--- config.mk ---
export PLATFORM = sky130hd
export DESIGN_NAME = final_sched
export DESIGN_NICKNAME = d
export VERILOG_FILES = /design/src/rtl/final_pkg.sv /design/src/rtl/final_rr_arb.sv /design/src/rtl/final_sched.sv
export SDC_FILE = /design/constraint.sdc
export NUM_CORES = 1
export LEC_CHECK = 0
export CAP_MARGIN = 20
export CORE_UTILIZATION = 42
export CTS_BUF_LIST = sky130_fd_sc_hd__clkbuf_8
export DETAILED_ROUTE_END_ITERATION = 10
export GPL_TIMING_DRIVEN = 0
export HOLD_SLACK_MARGIN = 0.15
export PLACE_DENSITY = 0.87
export SLEW_MARGIN = 0
export SYNTH_ARGS = -nofsm -noshare
export SYNTH_HDL_FRONTEND = slang
export SYNTH_SLANG_ARGS = --single-unit
--- constraint.sdc ---
create_clock -name clk -period 10.75 [get_ports clk]
set_clock_uncertainty 0.1 [all_clocks]
set_input_delay 1.6125 -clock clk [delete_from_list [all_inputs] [get_ports clk]]
set_output_delay 1.6125 -clock clk [all_outputs]
set_load 0.02 [all_outputs]
--- src/rtl/final_pkg.sv ---
// final_pkg: shared state encoding, widths and default sizing for the final_sched job scheduler.
package final_pkg;
    typedef enum logic [2:0] {IDLE, LOAD_W, LOAD_I, WAIT, RECOVER} state_t;
    localparam int BEAT_W      = 128;
    localparam int OUT_W       = 13;
    localparam int DEF_N_W     = 4;
    localparam int DEF_N_I     = 16;
    localparam int DEF_N_OUT   = 4;
    localparam int DEF_TIMEOUT = 1024;
    function automatic int cnt_width(input int a, input int b, input int c, input int d);
        int m;
        m = a;
        m = b > m ? b : m;
        m = c > m ? c : m;
        m = d > m ? d : m;
        return $clog2(m + 1);
    endfunction
endpackage

--- src/rtl/final_rr_arb.sv ---
// final_rr_arb: 2-way round-robin arbiter; the pointer moves past the winner when a grant is taken.
module final_rr_arb (
    input  logic       clk,
    input  logic       rst,
    input  logic [1:0] req,
    input  logic       advance,
    output logic [1:0] pick
);
    logic ptr;
    always_comb pick = ptr ? (req[1] ? 2'b10 : {1'b0, req[0]}) : (req[0] ? 2'b01 : {req[1], 1'b0});
    always_ff @(posedge clk or posedge rst)
        if (rst) ptr <= 1'b0;
        else if (advance) ptr <= pick[0];
endmodule

--- src/rtl/final_sched.sv ---
// final_sched: arbitrates two requesters, streams W/I beats into Final and returns tagged results.
// Optional WAIT watchdog enabled by defining FINAL_SCHED_TIMEOUT_EN.
module final_sched
    import final_pkg::*;
#(
    parameter int N_W     = DEF_N_W,
    parameter int N_I     = DEF_N_I,
    parameter int N_OUT   = DEF_N_OUT,
    parameter int TIMEOUT = DEF_TIMEOUT
) (
    input  logic              clk,
    input  logic              rst,
    input  logic [1:0]        req,
    output logic [1:0]        gnt,
    input  logic              src_valid,
    output logic              src_ready,
    input  logic [BEAT_W-1:0] src_data,
    output logic              dp_rst_n,
    output logic              dp_weight_valid,
    output logic [BEAT_W-1:0] dp_W,
    output logic              dp_in_valid,
    output logic [BEAT_W-1:0] dp_I,
    input  logic              dp_out_valid,
    input  logic [OUT_W-1:0]  dp_OUT,
    output logic              res_valid,
    output logic [OUT_W-1:0]  res_data,
    output logic              res_id,
    output logic              res_last,
    output logic              err
);
    localparam int CW = cnt_width(N_W, N_I, N_OUT, TIMEOUT);
    localparam logic [CW-1:0] W_LAST = CW'(N_W - 1);
    localparam logic [CW-1:0] I_LAST = CW'(N_I - 1);
    localparam logic [CW-1:0] O_LAST = CW'(N_OUT - 1);
    state_t        state;
    logic [CW-1:0] cnt, ocnt;
    logic [1:0]    pick;
    logic          take, brk, tmo, abort, advance;

    final_rr_arb u_arb (.clk(clk), .rst(rst), .req(req), .advance(advance), .pick(pick));

    // once the first W beat is in, every cycle of the stream must carry a beat
    always_comb begin
        take    = src_ready && src_valid;
        brk     = src_ready && !src_valid && (state == LOAD_I || cnt != '0);
`ifdef FINAL_SCHED_TIMEOUT_EN
        tmo     = state == WAIT && !dp_out_valid && cnt == CW'(TIMEOUT - 1);
`else
        tmo     = 1'b0;
`endif
        abort   = brk || tmo;
        advance = state == IDLE && req != 2'b00;
    end

    always_ff @(posedge clk or posedge rst)
        if (rst) begin
            state           <= IDLE;
            gnt             <= '0;
            src_ready       <= 1'b0;
            dp_rst_n        <= 1'b0;
            dp_weight_valid <= 1'b0;
            dp_W            <= '0;
            dp_in_valid     <= 1'b0;
            dp_I            <= '0;
            res_valid       <= 1'b0;
            res_data        <= '0;
            res_id          <= 1'b0;
            res_last        <= 1'b0;
            err             <= 1'b0;
            cnt             <= '0;
            ocnt            <= '0;
        end else begin
            dp_weight_valid <= 1'b0;
            dp_in_valid     <= 1'b0;
            res_valid       <= 1'b0;
            res_last        <= 1'b0;
            err             <= 1'b0;
            if (abort) begin
                state     <= RECOVER;
                err       <= 1'b1;
                gnt       <= '0;
                src_ready <= 1'b0;
                dp_rst_n  <= 1'b0;
                cnt       <= '0;
            end else begin
                case (state)
                    IDLE: begin
                        dp_rst_n <= 1'b1;
                        if (advance) begin
                            gnt       <= pick;
                            src_ready <= 1'b1;
                            cnt       <= '0;
                            state     <= LOAD_W;
                        end
                    end
                    LOAD_W: if (take) begin
                        dp_W            <= src_data;
                        dp_weight_valid <= 1'b1;
                        cnt             <= cnt == W_LAST ? '0 : cnt + 1'b1;
                        if (cnt == W_LAST) state <= LOAD_I;
                    end
                    LOAD_I: if (take) begin
                        dp_I        <= src_data;
                        dp_in_valid <= 1'b1;
                        cnt         <= cnt + 1'b1;
                        if (cnt == I_LAST) begin
                            src_ready <= 1'b0;
                            cnt       <= '0;
                            ocnt      <= '0;
                            state     <= WAIT;
                        end
                    end
                    WAIT: begin
`ifdef FINAL_SCHED_TIMEOUT_EN
                        cnt <= dp_out_valid ? '0 : cnt + 1'b1;
`endif
                        if (dp_out_valid) begin
                            res_valid <= 1'b1;
                            res_data  <= dp_OUT;
                            res_id    <= gnt[1];
                            ocnt      <= ocnt + 1'b1;
                            if (ocnt == O_LAST) begin
                                res_last <= 1'b1;
                                gnt      <= '0;
                                state    <= IDLE;
                            end
                        end
                    end
                    RECOVER: begin
                        cnt <= cnt + 1'b1;
                        if (cnt != '0) begin
                            dp_rst_n <= 1'b1;
                            cnt      <= '0;
                            state    <= IDLE;
                        end
                    end
                    default: state <= IDLE;
                endcase
            end
        end
endmodule

Yosys cells after proc, flatten, opt, wreduce, memory -nomap -nowiden. Cells that the tools add are included.

Equal/unequal tests: 18. Bitwise gates (word level): 1. Reduce and logical (&&, ||, !) cells: 23. Add/sub/neg operators: 2. Multiplexer cells: 51.

Operators with widths (number): 2-to-1 mux 11 bit (10); case mux 11 bit (4 select lines) (1); 2-to-1 mux 3 bit (9); adder 11 x 1 -> 11 bit, second input constant (2); == test 11 x 2 -> 1 bit, second input constant (2); case mux 11 bit (2 select lines) (1); != test 3 bit, second input constant (7); 2-to-1 mux 1 bit (19); case mux 3 bit (5 select lines) (1); 2-to-1 mux 2 bit (7); AND reduction 4 bit (3); == test 11 x 4 -> 1 bit, second input constant (1); nonzero test 11 bit (1); AND reduction 3 bit (3); nonzero test 3 bit (3); AND reduction 8 bit (1); == test 3 x 2 -> 1 bit, second input constant (2); AND reduction 5 bit (1); nonzero test 5 bit (1); logical AND 1 bit (4); != test 2 bit, second input constant (2); case mux 1 bit (2 select lines) (2); case mux 2 bit (2 select lines) (1); nonzero test 2 bit (2); other kinds (9) (9).

Register bits: 305.

Longest topological paths before layout.
Word-level depth: 5. Gate-level depth with buffers: 9.

Modules after synthesis. From an unflattened synthesis, not the netlist that was laid out.

Cells, all modules: 822. Area total of the unflattened synthesis: 11915.2 µm².

By module, submodules not included: final_sched (cells each 816, area each 11848.9 µm², instances 1); final_rr_arb (cells each 6, area each 66.3 µm², instances 1).

Least setup slack after synthesis. No wires, ideal clock.

Path type: input port to flip-flop. From: input port src_valid. To: register dp_W[10]. Path slack: 7.857 ns. Stages: 5. Arrival: 2.668 ns. Library setup time: 0.125 ns. Data required time: 10.525 ns. Path through: nand2_1 nor2_1 clkbuf_1 buf_2 mux2_2.

Word-level cells in the longest chain between the ends: 5. Elaborated cells between the ends (all ways): 6. Those cells by class: bitwise: 1; reduce/logical: 5.

RTL lines: start, declared (RTL line final_sched.sv:15) `input logic src_valid,`; logical NOT 1 bit (RTL line final_sched.sv:45) `brk = src_ready && !src_valid && (state == LOAD_I || cnt != '0);`; logical AND 1 bit (2 in series) (RTL line final_sched.sv:45); inverter 1 bit (no line); AND reduction 3 bit (no line) *; end signal, assigned (RTL line final_sched.sv:97) `dp_W <= src_data;`; end, declared (RTL line final_sched.sv:20) `output logic [BEAT_W-1:0] dp_W,`.

Mark *: on every way between the ends. The rest lies on a longest branch, timed or not. A chain may end at the register's enable or synchronous reset.

Worst setup path after layout.
From: input port src_valid. To: register dp_W[88].

Same word-level chain as after synthesis.

==> impl_metrics.env <==
export IMPL_die_y_um=170.8
export IMPL_synth_top_family_by_area="multiplexers"
export IMPL_drtPass1Iterations=4
export IMPL_hold_slack_ns=0.3985
export IMPL_path_cells="clkdlybuf4s50_1, nand2_1, nor2_1, clkbuf_1, buf_2, mux2_2"
export IMPL_yosys_most_used_dff="dfrtp_1"
export IMPL_hp_class="reg2reg"
export IMPL_p_sw_w=0.002022
export IMPL_worst_setup_path_type="in2reg"
export IMPL_core_area_um2=27930
export IMPL_synth_cell_types=56
export IMPL_cts_setup_buffers=0
export IMPL_intPower_w=0.003626
export IMPL_pwr_share_seq_pct=34.6
export IMPL_wl_mm=33.33
export IMPL_status="finished, final reports clean"
export IMPL_chipWidth_um=170.8
export IMPL_post_cts_resize_count=0
export IMPL_synth_compound_area_share_pct=2.980
export IMPL_clk_latency_ns=0.55
export IMPL_multi_input_area_um2=4091
export IMPL_tightest_slew_ns=0.9324
export IMPL_die_area_um2=29170
export IMPL_netlist_instances=786
export IMPL_drt_iter0_markers=319
export IMPL_period_share_pct=33.99
export IMPL_grt_usage_pct=22.54
export IMPL_grt_pass1_wl_mm=50.20
export IMPL_max_vdd_ir_drop_mv=0.1807
export IMPL_cts_root_buffer="clkbuf_8"
export IMPL_finalCriticalPeriod_ns=3.654
export IMPL_cts_hold_buffers_added=0
export IMPL_synthMuxAreaShare_pct=25.49
export IMPL_start_util_pct=42.84
export IMPL_clk_pin_slew_ns=0.06
export IMPL_clkPwrFrac_pct=17.9
export IMPL_regArea_um2=7632
export IMPL_grt_setup_unrepaired="no"
export IMPL_critPathCaptureType="flip-flop"
export IMPL_hpwlAfterDp_mm=24.20
export IMPL_p_leak_nw=7.623
export IMPL_holdPathStages=1
export IMPL_synth_edff_count=0
export IMPL_synthSimpleGateAreaFrac_pct=4.820
export IMPL_gp_congestion=0.8315
export IMPL_vias=8416
export IMPL_cp_slowest_cell="clkbuf_1"
export IMPL_synthesis_nets=936
export IMPL_synth_top_area_share_pct=63.78
export IMPL_synthAdderAreaFrac_pct=0.3137
export IMPL_antenna_found_initial=0
export IMPL_cts_sinks=305
export IMPL_layout_drive_gt1_share_pct=30.11
export IMPL_r2r_cells=7
export IMPL_rows=61
export IMPL_layout_nets=1417
export IMPL_cap_violations=0
export IMPL_tns_ns=0
export IMPL_grt_pass1_vias=9132
export IMPL_yosys_warnings=0
export IMPL_power_w=0.005648
export IMPL_async_reset_ff_share_pct=100.0
export IMPL_drc_errors=0
export IMPL_final_common_cell="clkdlybuf4s50_1"
export IMPL_wl_per_cell_um=19.82
export IMPL_synth_xor_area_share_pct=0.5855
export IMPL_slew_violations=0
export IMPL_area_growth_syn_to_layout_pct=48.62
export IMPL_yosys_register_bits=305
export IMPL_ys_top_cells_by_area="dfrtp_1 64%, mux2_2 25%, buf_2 1.3%, nor2_1 0.66%, xnor2_1 0.59%"
export IMPL_start_kind="input pin"
export IMPL_layout_common_cells="425 x clkdlybuf4s50_1, 305 x dfrtp_1, 269 x mux2_2"
export IMPL_arrival_ns=3.99
export IMPL_seq_area_frac_synth_pct=63.78
export IMPL_synth_top_area_cell="dfrtp_1"
export IMPL_finalSetupViolCount=0
export IMPL_overflow=0
export IMPL_syn_area_um2=11970
export IMPL_fmax_mhz=273.7
export IMPL_hold_viol_final=0
export IMPL_syn_area_per_cell_um2=15.22
export IMPL_cts_max_path_buffers=3
export IMPL_path_max_fanout=10
export IMPL_tritoncts="built"
export IMPL_routed_via_density=5.007
export IMPL_cts_made_buffers=52
export IMPL_p_comb_share_pct=47.5
export IMPL_p_per_area_nw_per_um2=317.6
export IMPL_grt_max_degree=135
export IMPL_h_tree_depth=2
export IMPL_fillCellCount=2106
export IMPL_boundaryPins=426
export IMPL_ant_nets=0
export IMPL_worst_path_largest_cell_delay_ns=0.63
export IMPL_required_ns=11.08
export IMPL_io_buffers=425
export IMPL_relSlewSlack_pct=37.36
export IMPL_switching_share_pct=35.79
Yosys cell counts (2+ instances only):
master,count
dfrtp_1,305
mux2_2,269
buf_2,30
nor2_1,21
nand2_1,17
o21ai_0,13
nand3_1,12
inv_1,9
nor3_1,9
a21oi_1,8
and3_1,8
xnor2_1,8
nand2b_1,6
nand4_1,6
a211oi_1,5
o21ai_1,5
ha_1,3
nor4_2,3
o22ai_1,3
and4_1,2
buf_4,2
buf_6,2
clkbuf_1,2
nand4b_1,2
nor2b_1,2
nor4_1,2
nor4b_2,2
o31a_1,2
metrics by stage:
| step | setup slack [ns] | area [um2] | cells | utilization, % |
|---|---|---|---|---|
| floorplan | 0.6065 | 11970 | 786 | - |
| global placement | -2.777 | 16690 | 1589 | 59.76 |
| detailed placement | 6.364 | 16760 | 1591 | 59.98 |
| CTS | 6.962 | 17780 | 1680 | 63.66 |
| global route | 6.889 | 17780 | 1680 | 63.66 |
| finish | 7.096 | 17780 | 1681 | 63.67 |
power groups by stage:
stage / Combinational (W) / Sequential (W) / Clock (W)
2_1_floorplan: 0.000734 / 0.00256 / 0
3_3_place_gp: 0.00264 / 0.00193 / 0
3_5_place_dp: 0.00269 / 0.00197 / 0
4_1_cts: 0.00271 / 0.00196 / 0.00104
5_1_grt: 0.00282 / 0.00201 / 0.00109
6_report: 0.00268 / 0.00195 / 0.00101
cell type report:
cell class / instances / area share (%)
Sequential cell: 305 / 42.92
Timing Repair Buffer: 427 / 24.23
Multi-Input combinational cell: 433 / 23.01
Clock buffer: 66 / 5.108
Tap cell: 378 / 2.659
Buffer: 37 / 1.119
Clock inverter: 23 / 0.6613
Inverter: 11 / 0.2884
Antenna cell: 1 / 0.01407
flip-flops by register name (all words and copies together) (netlist names):
name and count:
res_data 13, res_last 1, cnt 11, dp_rst_n 1, state 3, dp_W 128
res_valid 1, dp_I 128, ocnt 11, res_id 1, gnt 2, u_arb.ptr 1
dp_in_valid 1, src_ready 1, err 1, dp_weight_valid 1
worst max-delay path, delay by kind of cell:
family | cells | cell delay, ns
and+or+nand+nor | 2 | 0.38
buffers and inverters | 3 | 1.60
muxes | 1 | 0.38
cell families after synthesis:
kind of cell	count (synthesis)
muxes	271
and+or+nand+nor	99
DFF	305
xor gates and xnor gates	8
buffers and inverters	48
adders and majority gates	3
AOI/OAI and AO/OA	52
worst paths after layout:
path,start,endpoint,slack [ns]
min in group asynchronous,rst,dp_W[67],1.36
min,res_data[2],res_data[2],0.40
max in group asynchronous,rst,dp_W[101],8.18
max,src_valid,dp_W[88],7.10
max reg2reg,state[2],dp_W[88],7.93
min reg2reg,res_data[2],res_data[2],0.40
metal layers:
metal	vias to the layer above	routed length, um	part of all wire, %	global-route usage (%)
li1	3780	-	-	-
met5	-	0	0	0
met3	78	2533	7.6	6.916
met1	4223	12470	37	25.54
met2	335	17150	51	39.17
met4	0	1165	3.5	9.714
Power figures use the tool's default switching activity.
==> patch 1 (config.mk and constraints unchanged) <==
`DEF_TIMEOUT`: 1024 -> 512.
--- a/src/rtl/final_pkg.sv
+++ b/src/rtl/final_pkg.sv
@@ -6,7 +6,7 @@
     localparam int DEF_N_W     = 4;
     localparam int DEF_N_I     = 16;
     localparam int DEF_N_OUT   = 4;
-    localparam int DEF_TIMEOUT = 1024;
+    localparam int DEF_TIMEOUT = 512;
     function automatic int cnt_width(input int a, input int b, input int c, input int d);
         int m;
         m = a;
Check against the original RTL: no difference found for any inputs over 4 cycles, from zero or initial values and one cycle with rst high; that may be too few to reach the edited logic, so the function may still have changed.
==> patch 1 against the unedited design <==
- non-clock buffer count up 12
- fmax fell by 2.3%
- via count rose by 12%
- synthesized area fell by 0.76%
- setup slack lost 0.086 ns
- global-route usage rose by 1.7 points
- die area fell by 0.75%
- worst hold slack worse by 0.025 ns
- cell area is 0.84% lower
- power down 1.7%
- highest routed layer unchanged
- wire length up 6.4%
- sequential cell count fell by 2
==> patch 1: results (changes against the unedited design) <==
[run_status]
status=finished, final reports clean

[critical_path]
r2r_end=dp_I[23]
slowest_delay_ns=0.71  ; +0.08 ns
cp.arrival_ns=4.12  ; +0.13 ns

[cells_and_area]
n_fill_cell=2099  ; -0.33%

[pwr]
powerComb_mw=2.64  ; -1%
leakage_nw=8.136  ; +6.7%
ir_drop_mv=0.2007  ; +11%
p_sw_mw=2.112  ; +4.5%

[worst_hold_path]
whs_path_depth=2  ; +1
hp-start=dp_I[91]
whs_endpoint=dp_I[91]

[route]
viasPerCell=4.905  ; -2.0%
drt_iter0_markers=540  ; +69%

[placement]
dpl_cell_area_um2=16660  ; -0.55%
gp_congestion=0.8440  ; +1.5%
hpwl_um=25560  ; +5.6%

[global_route]
grt_max_degree=129  ; -4.4%
grt_usage_pct=24.21  ; +1.7 points
grt_pass1_vias=9972  ; +9.2%
grt_pass1_wl_um=54110  ; +7.8%

[yosys]
synthAdderAreaFrac_pct=0.4004  ; +0.087 points
ys_top_cells_by_area=dfrtp_1 (64%), nand2_1 (13%), mux2_2 (12%), mux2_1 (1.3%), clkbuf_1 (0.92%)
synthMuxAreaShare_pct=13.56  ; -12 points

[sta]
tightest_slew_ns=0.9281  ; -0.004339 ns

[patch 1: per-stage QoR]
step / std cells / setup WS [ns] / hold slack (ns) / utilization (%)
6_report: 1927 / 7.010 / 0.3738 / 63.48
4_1_cts: 1927 / 6.970 / 0.3760 / 63.48
5_1_grt: 1927 / 6.816 / 0.3841 / 63.48
3_3_place_gp: 1837 / -2.823 / 0.3569 / 59.76
2_1_floorplan: 1034 / 0.6632 / 0.3700 / -
3_5_place_dp: 1839 / 6.395 / 0.3610 / 59.98
[patch 1: routing by layer]
layer	vias up	track usage, %	part of all wire, %	wire length [µm]
met4	0	9.753	3.4	1200
met2	406	42.16	50	17630
met3	96	7.372	8.4	2996
li1	4353	-	-	-
met1	4596	27.67	38	13640
met5	-	0	0	0
[patch 1: cell families (layout without fill, tap and decap cells)]
family | after synthesis | count (layout)
flops | 303 | 303
xor+xnor | 6 | 6
fa+ha+maj | 4 | 4
buf+inv | 57 | 572
compound gates | 43 | 43
simple gates | 478 | 478
mux | 143 | 143
[patch 1: cell type report]
cell class                      instances  area [µm²]  area share, %
Multi-Input combinational cell        674        4038          22.90
Tap cell                              378       473.0          2.682
Buffer                                 49       222.7          1.263
Inverter                                8       40.04         0.2270
Clock buffer                           62       853.3          4.839
Clock inverter                         26       116.4         0.6599
Sequential cell                       303        7582          43.00
Timing Repair Buffer                  427        4309          24.44
[patch 1: how the worst max path moves through the flow]
stage / startpoint / end / slack, ns / cells past startpoint
2_1_floorplan: rst / cnt[0] / 0.66 / 1
3_3_place_gp: rst / dp_I[113] / -2.82 / 2
3_5_place_dp: src_valid / dp_I[23] / 6.40 / 7
4_1_cts: src_valid / dp_I[23] / 6.97 / 7
5_1_grt: src_valid / dp_I[23] / 6.82 / 7
6_report: src_valid / dp_I[23] / 7.01 / 7
==> patch 2 (config.mk and constraints unchanged) <==
Without the edit above. One comparison of `cnt` changes from == to >=.
--- a/src/rtl/final_sched.sv
+++ b/src/rtl/final_sched.sv
@@ -103,7 +103,7 @@
                         dp_I        <= src_data;
                         dp_in_valid <= 1'b1;
                         cnt         <= cnt + 1'b1;
-                        if (cnt == I_LAST) begin
+                        if (cnt >= I_LAST) begin
                             src_ready <= 1'b0;
                             cnt       <= '0;
                             ocnt      <= '0;
Function: same outputs for any inputs over 4 cycles, from zero or initial values and one cycle with rst high; that may be too few to reach the edited logic, so the function may still have changed.
==> patch 2 against the unedited design <==
- sequential cell count unchanged
- cell area up 0.64%
- via count up 2.7%
- largest cell class unchanged
- setup slack better by 0.21 ns
- non-clock buffer count increased by 3
- synthesized area is 0.60% higher
- wire length rose by 3.4%
- power rose by 2.3%
- global-route usage grew 0.68 points
==> patch 2: results (changes against the unedited design) <==
[pwr]
leakage_nw=7.641  ; +0.23%

[run_status]
status=finished, final reports clean

[route]
wirelength_um=34450  ; +3.4%
wl_met3_um=2579  ; +1.8%
vias=8647  ; +2.7%
met2_length_um=18000  ; +4.9%
viasPerCell=5.086  ; +1.6%
drt_iter0_markers=407  ; +28%
met1_length_um=12610  ; +1.1%

[floorplanning]
coreArea_um2=28010  ; +0.27%

[cells_and_area]
clock_buffers=68  ; +3.0%
seqAreaFraction_pct=42.64  ; -0.27 points
final-clk-cell-share_pct=5.984  ; +0.21 points
nFlopsAndLatches=305  ; unchanged
buffers=467  ; +0.65%
drive_above_1_share_pct=29.65  ; -0.46 points
buf_share_pct=25.20  ; -0.15 points

[yosys]
synth_common_cells=dfrtp_1 (305), mux2_2 (270), buf_2 (32), nand2_1 (20), inv_1 (14)
synthCells=801  ; +1.9%
seq_area_frac_synth_pct=63.40  ; -0.38 points
synth_nets=951  ; +1.6%

[global_route]
grt_util_met2_pct=41.59  ; +2.4 points
grt_util_met1_pct=25.78  ; +0.24 points
grt_pass1_wl_um=52070  ; +3.7%
grt_pass1_vias=9422  ; +3.2%
grt_usage_pct=23.22  ; +0.68 points

[placement]
gp_congestion=0.8598  ; +3.4%
dpl_cell_area_um2=16830  ; +0.43%
dp_slack_ns=6.680  ; +0.3160 ns
dp.cells=1606  ; +0.94%
hpwl_um=24780  ; +2.4%

[critical_path]
rr_startpoint=state[1]
ff2ff_path_depth=6  ; -1
r2r_end=dp_W[10]
rrSetupSlack_ns=8.10  ; +0.17 ns

[worst_hold_path]
whs_endpoint=gnt[0]

[clock_network]
clk_latency_ns=0.57  ; +0.02 ns
numCtsBuffers=51  ; -1.9%

[sta]
tightest_slew_ns=0.7182  ; -0.2142 ns

[patch 2: cell types whose count changed after synthesis, sizes merged, moves of 5 or more]
cell / before / now
a31oi: 1 / 7
and3: 8 / 3
nor2: 22 / 12
o21ai: 18 / 10
o31ai: 2 / 9
or4: 0 / 7
xnor2: 8 / 0
[patch 2: logic make-up (layout without fill, tap and decap cells)]
kind of cell	count (synthesis)	in the layout	share of synthesized area (%)
compound gates	68	68	3.950
fa+ha+maj	3	3	0.3119
buf+inv	55	576	2.141
flops	305	305	63.40
mux	270	270	25.26
simple gates	100	100	4.937
[patch 2: worst max path at each step]
stage / slack [ns] / end
floorplan: 0.61 / cnt[0]
global placement: -2.81 / dp_W[81]
detailed placement: 6.68 / dp_I[18]
CTS: 7.26 / src_ready
global route: 7.23 / dp_I[10]
finish: 7.31 / dp_I[10]
[patch 2: report_power, final]
part           switching [mW]  internal [mW]
Combinational            1.33           1.42
Sequential              0.300           1.68
Clock                   0.461          0.587
